==> src/rtl/scan_chain_loader.sv <==
// Host-side scan chain loader: serialises command bytes onto the scan chain
// LSB first and returns the displaced chain bits as readback bytes.
module scan_chain_loader #(
    parameter int CHAIN_LEN = 24,
    parameter int CNT_W     = $clog2(CHAIN_LEN + 1)
) (
    input  logic       clk,
    input  logic       rst,
    input  logic       cmd_valid,
    output logic       cmd_ready,
    input  logic [7:0] cmd_data,
    output logic       rsp_valid,
    input  logic       rsp_ready,
    output logic [7:0] rsp_data,
    input  logic       run_req,
    output logic       processor_enable,
    output logic       scan_enable,
    output logic       scan_in,
    input  logic       scan_out,
    output logic       frame_active
);

    localparam logic [1:0] ST_IDLE     = 2'd0;
    localparam logic [1:0] ST_SHIFT    = 2'd1;
    localparam logic [1:0] ST_RSP      = 2'd2;
    localparam logic [1:0] ST_WAIT_CMD = 2'd3;

    localparam logic [CNT_W-1:0] FRAME_END = CNT_W'(CHAIN_LEN);

    logic [1:0]       state_q, state_d;
    logic [7:0]       tx_q, tx_d;
    logic [7:0]       rx_q, rx_d;
    logic [3:0]       bcnt_q, bcnt_d;
    logic [CNT_W-1:0] fcnt_q, fcnt_d;

    always_comb begin
        state_d = state_q;
        tx_d    = tx_q;
        rx_d    = rx_q;
        bcnt_d  = bcnt_q;
        fcnt_d  = fcnt_q;
        case (state_q)
            ST_IDLE, ST_WAIT_CMD: begin
                if (cmd_valid) begin
                    tx_d    = cmd_data;
                    rx_d    = 8'h00;
                    bcnt_d  = 4'd0;
                    state_d = ST_SHIFT;
                end
            end
            ST_SHIFT: begin
                tx_d = {1'b0, tx_q[7:1]};
                // Indexed capture keeps a short final byte right-aligned.
                rx_d[bcnt_q[2:0]] = scan_out;
                bcnt_d = bcnt_q + 4'd1;
                fcnt_d = fcnt_q + 1'b1;
                if (bcnt_d == 4'd8 || fcnt_d == FRAME_END) begin
                    state_d = ST_RSP;
                end
            end
            ST_RSP: begin
                if (rsp_ready) begin
                    if (fcnt_q == FRAME_END) begin
                        fcnt_d  = '0;
                        state_d = ST_IDLE;
                    end else begin
                        state_d = ST_WAIT_CMD;
                    end
                end
            end
            default: state_d = ST_IDLE;
        endcase
    end

    always_ff @(posedge clk) begin
        if (!rst) begin
            state_q <= ST_IDLE;
            tx_q    <= 8'h00;
            rx_q    <= 8'h00;
            bcnt_q  <= 4'd0;
            fcnt_q  <= '0;
        end else begin
            state_q <= state_d;
            tx_q    <= tx_d;
            rx_q    <= rx_d;
            bcnt_q  <= bcnt_d;
            fcnt_q  <= fcnt_d;
        end
    end

    // Outputs are gated by rst so everything reads 0 while reset is held.
    assign cmd_ready        = rst && (state_q == ST_IDLE || state_q == ST_WAIT_CMD);
    assign rsp_valid        = rst && (state_q == ST_RSP);
    assign rsp_data         = (rst && state_q == ST_RSP) ? rx_q : 8'h00;
    assign scan_enable      = rst && (state_q == ST_SHIFT);
    assign scan_in          = rst && (state_q == ST_SHIFT) && tx_q[0];
    assign processor_enable = rst && run_req && (state_q == ST_IDLE);
    assign frame_active     = rst && (state_q != ST_IDLE);

endmodule
==> config.mk <==
export PLATFORM = sky130hd
export DESIGN_NAME = scan_chain_loader
export DESIGN_NICKNAME = d
export VERILOG_FILES = /design/src/rtl/scan_chain_loader.sv
export SDC_FILE = /design/constraint.sdc
export NUM_CORES = 1
export LEC_CHECK = 0
export CORE_AREA = 2 2 63 65
export CTS_BUF_LIST = sky130_fd_sc_hd__clkbuf_4 sky130_fd_sc_hd__clkbuf_8
export CTS_CLUSTER_DIAMETER = 40
export DETAILED_ROUTE_END_ITERATION = 10
export DIE_AREA = 0 0 65 67
export MAX_ROUTING_LAYER = met4
export PLACE_DENSITY_LB_ADDON = 0.3
export SLEW_MARGIN = 5
export SYNTH_ARGS = -nofsm -noshare
export SYNTH_HDL_FRONTEND = slang
export SYNTH_SLANG_ARGS = --single-unit
==> constraint.sdc <==
create_clock -name clk -period 2.2 [get_ports clk]
set_input_delay 0.55 -clock clk [delete_from_list [all_inputs] [get_ports clk]]
set_output_delay 0.55 -clock clk [all_outputs]
set_load 0.05 [all_outputs]
==> flow_metrics.tcl, run 1 <==
set metrics [dict create \
    clock_latency_ns 0.28 \
    min_to "rx_q[7]$_SDFFE_PN0P_" \
    ys_async_sr_fraction 0 \
    power_density_nw_per_um2 921 \
    htree_levels 1 \
    power.share.clock 0.143 \
    seqCellArea_um2 541 \
    post_route_cells_drive_above_1_share 0.196 \
    cp-end-kind "output port" \
    timing.final.ws_setup_ns 0.0433 \
    final_nets 240 \
    netSwitchingPower_uw 806 \
    io_buffer_count 27 \
    ant_nets 0 \
    ys_warn_count 0 \
    gr-total-overflow 0 \
    ys.flop_type "dfxtp_1" \
    multi_input_area_um2 966 \
    drt-pass1-iter-count 4 \
    seq_area_frac_synth 0.336 \
    clockBufferDepth 2 \
    grt_pass1_wl_mm 6.29 \
    dp_slack_ns 0.0283 \
    die_x_um 65 \
    final_core_util 0.600 \
    rsz0062_at_grt "yes" \
    initial_core_util 0.446 \
    critPathMaxFanout 5 \
    cp_top_family "buffers and inverters" \
    drv_cap 0 \
    place.gp.congestion 0.864 \
    path_buf_inv 3 \
    r2r-end "rx_q[1]$_SDFFE_PN0P_" \
    io_pins 28 \
    synth-edff-count 0 \
    grt_usage 0.193 \
    slew_headroom 0.710 \
    required_ns 1.65 \
    grt_pass1_vias 1390 \
    hold_depth 2 \
    clock.fmax_ghz 0.464 \
    synth_area_um2 1610 \
    min_from "rx_q[7]$_SDFFE_PN0P_" \
    cts_setup_buffers 0 \
    drv_slew 0 \
    crit_path_start_kind "input pin" \
    comb_power_share 0.535 \
    status "finished, final reports clean" \
    antenna_found_initial 0 \
    row_count 22 \
    drt_iter0_drc 69 \
    avgRoutedWirePerCell_um 13.2 \
    dp_hpwl_mm 2.66 \
    seq_power_share 0.323 \
    die_area_um2 4360 \
    numCtsBuffers 3 \
    crit_path_cell_trace "clkdlybuf4s50_1 > inv_1 > nor2_1 > buf_12" \
    cts_tree "done" \
    synth_seq_cells 27 \
    root_buffer "clkbuf_8" \
    worst_pin_slew_ns 0.434 \
    synthCells 191 \
    netSwitchingFraction 0.404 \
    min_period_over_period 0.980 \
    setup_viol 0 \
    skew_ns 0.00459 \
    drc 0 \
    n_antenna_cell 0 \
    crit_arrival_ns 1.61 \
    worstSetupStartpoint "rst" \
    worstRegToRegCells 7 \
    ys_types 46 \
    r2r-start "state_q[1]$_SDFFE_PN0P_" \
    clk_pin_slew_ns 0.09 \
    grt_start_max_net_pins 17 \
    viasPerCell 5.44 \
    finalHoldViolations 0 \
    area_delta_synth_final_pct 34.7 \
    syn_nets 211 \
    n_fill_cell 330 \
    leakage_uw 0.000822 \
    r2r_slack_ns 0.41 \
    vdd_ir_drop_max_mv 0.533 \
    crit_path_max_incr_delay_ns 0.54 \
    final.setup.tns_ns 0 \
    crit_type "in2out" \
    wl_mm 3.53 \
    p_int_uw 1190 \
    period_needed_ns 2.16 \
    vias 1452 \
    post_synth.cell_area_avg_um2 8.41 \
    slowest_stage "clkdlybuf4s50_1" \
    dieHeight_um 67 \
    coreArea_um2 3610 \
    hold_class "reg2reg" \
    clock-sinks 27 \
]
-- cell usage after synthesis (all sizes together) (3+ instances only) --
library cell,instances,share of area
dfxtp,27,0.34
nor2,21,0.055
a21oi,16,0.059
nand2,12,0.028
mux2i,11,0.069
and3,10,0.039
o21ai,10,0.033
a211oi,9,0.045
buf,9,0.033
inv,9,0.021
ha,6,0.047
clkbuf,5,0.012
nand3,5,0.016
nand3b,4,0.019
and2,3,0.012
nor4,3,0.016
o211ai,3,0.014
o31a,3,0.016
-- area by class of cell --
cell class              count  share of cell area
multi-input cells         141               0.446
flip-flops and latches     27               0.250
repair buffers             38               0.239
well taps                  48              0.0277
clock buffers               3              0.0191
inverters                   9              0.0156
clock inverters             1             0.00231
-- power groups by stage --
stage | combinational [uW] | sequential [uW] | clock, uW
after CTS | 1080 | 644 | 298
after global placement | 1050 | 652 | 0
after global routing | 1180 | 659 | 320
after detailed placement | 1070 | 655 | 0
final | 1070 | 643 | 284
after floorplan | 727 | 638 | 0
-- state kept, by name, indices dropped and copies added, names as in the netlist --
signal / cells
tx_q: 8
fcnt_q: 5
bcnt_q: 4
rx_q: 8
state_q: 2
-- worst max-delay path by stage --
stage / cells past startpoint / end
6_report: 4 / frame_active
5_1_grt: 4 / scan_enable
4_1_cts: 4 / frame_active
3_5_place_dp: 4 / frame_active
3_3_place_gp: 4 / cmd_ready
2_1_floorplan: 3 / cmd_ready
-- per-layer routing --
metal / wire, um / vias up / global-route usage / share of wire
met5: 0 / - / - / 0
li1: - / 744 / - / -
met1: 1630 / 681 / 0.239 / 0.46
met4: 60 / 0 / 0.0718 / 0.017
met2: 1730 / 23 / 0.317 / 0.49
met3: 105 / 4 / 0.0304 / 0.030
-- what timing repair did --
item	CTS	global route
hold buffers	0	0
setup endpoints to repair	6	1
resized for setup	2	0
-- per-stage QoR --
| step | std cells | cell area [um^2] | power, uW | hold WS (ns) |
|---|---|---|---|---|
| floorplan | 191 | 1610 | 1370 | 0.445 |
| global placement | 263 | 2110 | 1700 | 0.456 |
| detailed placement | 263 | 2110 | 1720 | 0.462 |
| CTS | 267 | 2160 | 2020 | 0.476 |
| global route | 267 | 2160 | 2150 | 0.523 |
| finish | 267 | 2160 | 1990 | 0.474 |
-- cells in the final DEF, fill, tap and decap left out, drive strengths merged, types with 3 or more instances in the layout --
master	count
o31a	3
inv	9
nand3	5
and2	3
o21ai	10
nor2	21
clkbuf	3
ha	6
a21oi	16
buf	25
clkdlybuf4s50	13
o211ai	3
nor4	3
nand3b	4
dfxtp	27
a211oi	9
nand2	12
mux2i	11
and3	10
-- kinds of logic (layout without fill, tap and decap cells) --
| kind of cell | count (synthesis) | in the layout | share of synthesized area |
|---|---|---|---|
| buf+inv | 23 | 51 | 0.0654 |
| compound gates | 53 | 53 | 0.237 |
| xor+xnor | 2 | 2 | 0.0109 |
| fa+ha+maj | 6 | 6 | 0.0467 |
| flops | 27 | 27 | 0.336 |
| mux | 11 | 11 | 0.0685 |
| simple gates | 69 | 69 | 0.235 |
-- worst register-to-register path, cell delays in order, from the launching register on --
cell     delay (ns)
dfxtp_1        0.34
inv_1          0.08
ha_1           0.27
buf_4          0.20
buf_4          0.16
o21ai_2        0.07
or4_1          0.47
a21oi_1        0.15
(Power assumes the default switching activity.)
==> run 2, diff against run 1 <==
==> constraint.sdc (replaced) <==
create_clock -name clk -period 2.15 [get_ports clk]
set_input_delay 0.5375 -clock clk [delete_from_list [all_inputs] [get_ports clk]]
set_output_delay 0.5375 -clock clk [all_outputs]
set_load 0.05 [all_outputs]
==> run 2 against run 1 <==
  * Global-route usage fell by 0.34 points
  * First-iteration DRC count rose by 150%
  * Register-to-register slack got worse by 0.04 ns
  * Sequential cell count did not move
  * Wire length rose by 0.65%
  * Clock power rose by 3%
  * Non-clock buffer count fell by 1
  * Critical path type is now reg2out
  * Largest power group unchanged
==> flow_metrics.tcl, run 2 (synthesized netlist as in run 1, its figures left out) <==
set metrics [dict create \
    hold_ws_ns 0.475 \
    vias 1462 \
    grt_pass1_vias 1381 \
    cts-hold-fix-buffers 0 \
    place.gp.congestion 0.889 \
    drv_cap 0 \
    grt_pass1_wl_mm 6.32 \
    vdd_ir_drop_max_mv 0.515 \
    fin_area_um2 2170 \
    ant_nets 0 \
    post_route_cells_drive_above_1_share 0.211 \
    rsz0062_at_grt "no" \
    avgRoutedWirePerCell_um 13.3 \
    coreArea_um2 3610 \
    area_delta_synth_final_pct 35.0 \
    clock-sinks 27 \
    wl_mm 3.55 \
    drt_iter0_drc 171 \
    drv_slew 0 \
    clockBufferDepth 2 \
    clock.fmax_ghz 0.494 \
    gr-total-overflow 0 \
    min_period_over_period 0.942 \
    viasPerCell 5.50 \
    placed_area_um2 2110 \
    htree_levels 1 \
    initial_core_util 0.446 \
    grt_start_max_net_pins 17 \
    finalHoldViolations 0 \
    crit_arrival_ns 1.49 \
    drc 0 \
    cp-end-kind "output port" \
    root_buffer "clkbuf_8" \
    hold_class "reg2reg" \
    dp_hpwl_mm 2.62 \
    cts_setup_buffers 0 \
    antenna_found_initial 0 \
    skew_ns 0.0108 \
    clk_pin_slew_ns 0.10 \
    final_core_util 0.602 \
    leakage_uw 0.000824 \
    worst_pin_slew_ns 0.452 \
    n_antenna_cell 0 \
    grt_usage 0.189 \
    dieHeight_um 67 \
    final_nets 239 \
    die_area_um2 4360 \
    reg_top3 "rx_q: 8 flops, tx_q: 8 flops, fcnt_q: 5 flops" \
    required_ns 1.61 \
    io_pins 28 \
    cts_tree "done" \
    row_count 22 \
    critPathMaxFanout 16 \
    period_needed_ns 2.03 \
    crit_path_start_kind "register" \
    die_x_um 65 \
    power_density_nw_per_um2 943 \
    drt-pass1-iter-count 4 \
    mostFrequentLayoutCells "27 x dfxtp_1, 16 x nor2_1, 16 x buf_12" \
    io_buffer_count 27 \
    slew_headroom 0.698 \
    clock_latency_ns 0.28 \
    crit_type "reg2out" \
    numCtsBuffers 3 \
    status "finished, final reports clean" \
    setup_viol 0 \
    final_common_cell "dfxtp_1" \
]
==> run 2: changes by cell type in the layout (fill, tap and decap cells not counted) <==
cell / delta
nor2_2: +3
clkdlybuf4s50_1: -1
ha_1: -1
buf_4: -1
nor2_1: -3
dlymetal6s2s_1: +1
ha_2: +1
==> run 2: per-layer routing <==
metal | vias to the layer above | share of wire | GRT usage
met3 | 7 | 0.026 | 0.0203
li1 | 740 | - | -
met2 | 29 | 0.49 | 0.312
met4 | 0 | 0.021 | 0.0745
met5 | - | 0 | -
met1 | 686 | 0.46 | 0.239
==> run 2: worst paths after layout <==
| check | from | endpoint | slack (ns) | cells after the start |
|---|---|---|---|---|
| setup / recovery | state_q[0]$_SDFFE_PN0P_ | rsp_data[7] | 0.12 | 4 |
| hold / removal | rx_q[0]$_SDFFE_PN0P_ | rx_q[0]$_SDFFE_PN0P_ | 0.48 | 2 |
| setup reg to reg | state_q[0]$_SDFFE_PN0P_ | state_q[0]$_SDFFE_PN0P_ | 0.37 | 6 |
| hold reg to reg | rx_q[0]$_SDFFE_PN0P_ | rx_q[0]$_SDFFE_PN0P_ | 0.48 | 2 |
==> run 2: where the power goes <==
group          total [uW]  switching, uW  internal (uW)
Clock                 293            163            130
Combinational        1090            605            488
Sequential            662           66.6            595
Total                2050            834           1210
==> run 2: final cells by class <==
cell class | instances | area, um^2
Fill cell | 301 | 1440
Tap cell | 48 | 60.1
Clock inverter | 1 | 5.00
Inverter | 9 | 33.8
Timing Repair Buffer | 37 | 513
Clock buffer | 3 | 41.3
Multi-Input combinational cell | 141 | 976
Sequential cell | 27 | 541
==> run 2: through the flow <==
step                      total power, uW  cells  setup slack, ns  TNS [ns]
after floorplan                      1400    191            0.120         0
after global placement               1730    262         -0.00467  -0.00829
after detailed placement             1740    262          -0.0129   -0.0329
after CTS                            2050    266          -0.0220   -0.0570
after global routing                 2190    266           0.0264         0
final                                2050    266            0.125         0
==> run 2: timing repair <==
item	CTS	global route
setup endpoints to repair	12	11
pin swaps	0	0
gates resized for setup	3	4
==> run 2: worst max-delay path: stages (launching register included) <==
cell,delay [ns]
dfxtp_1,0.34
inv_1,0.09
ha_2,0.38
and3_1,0.26
buf_12,0.15
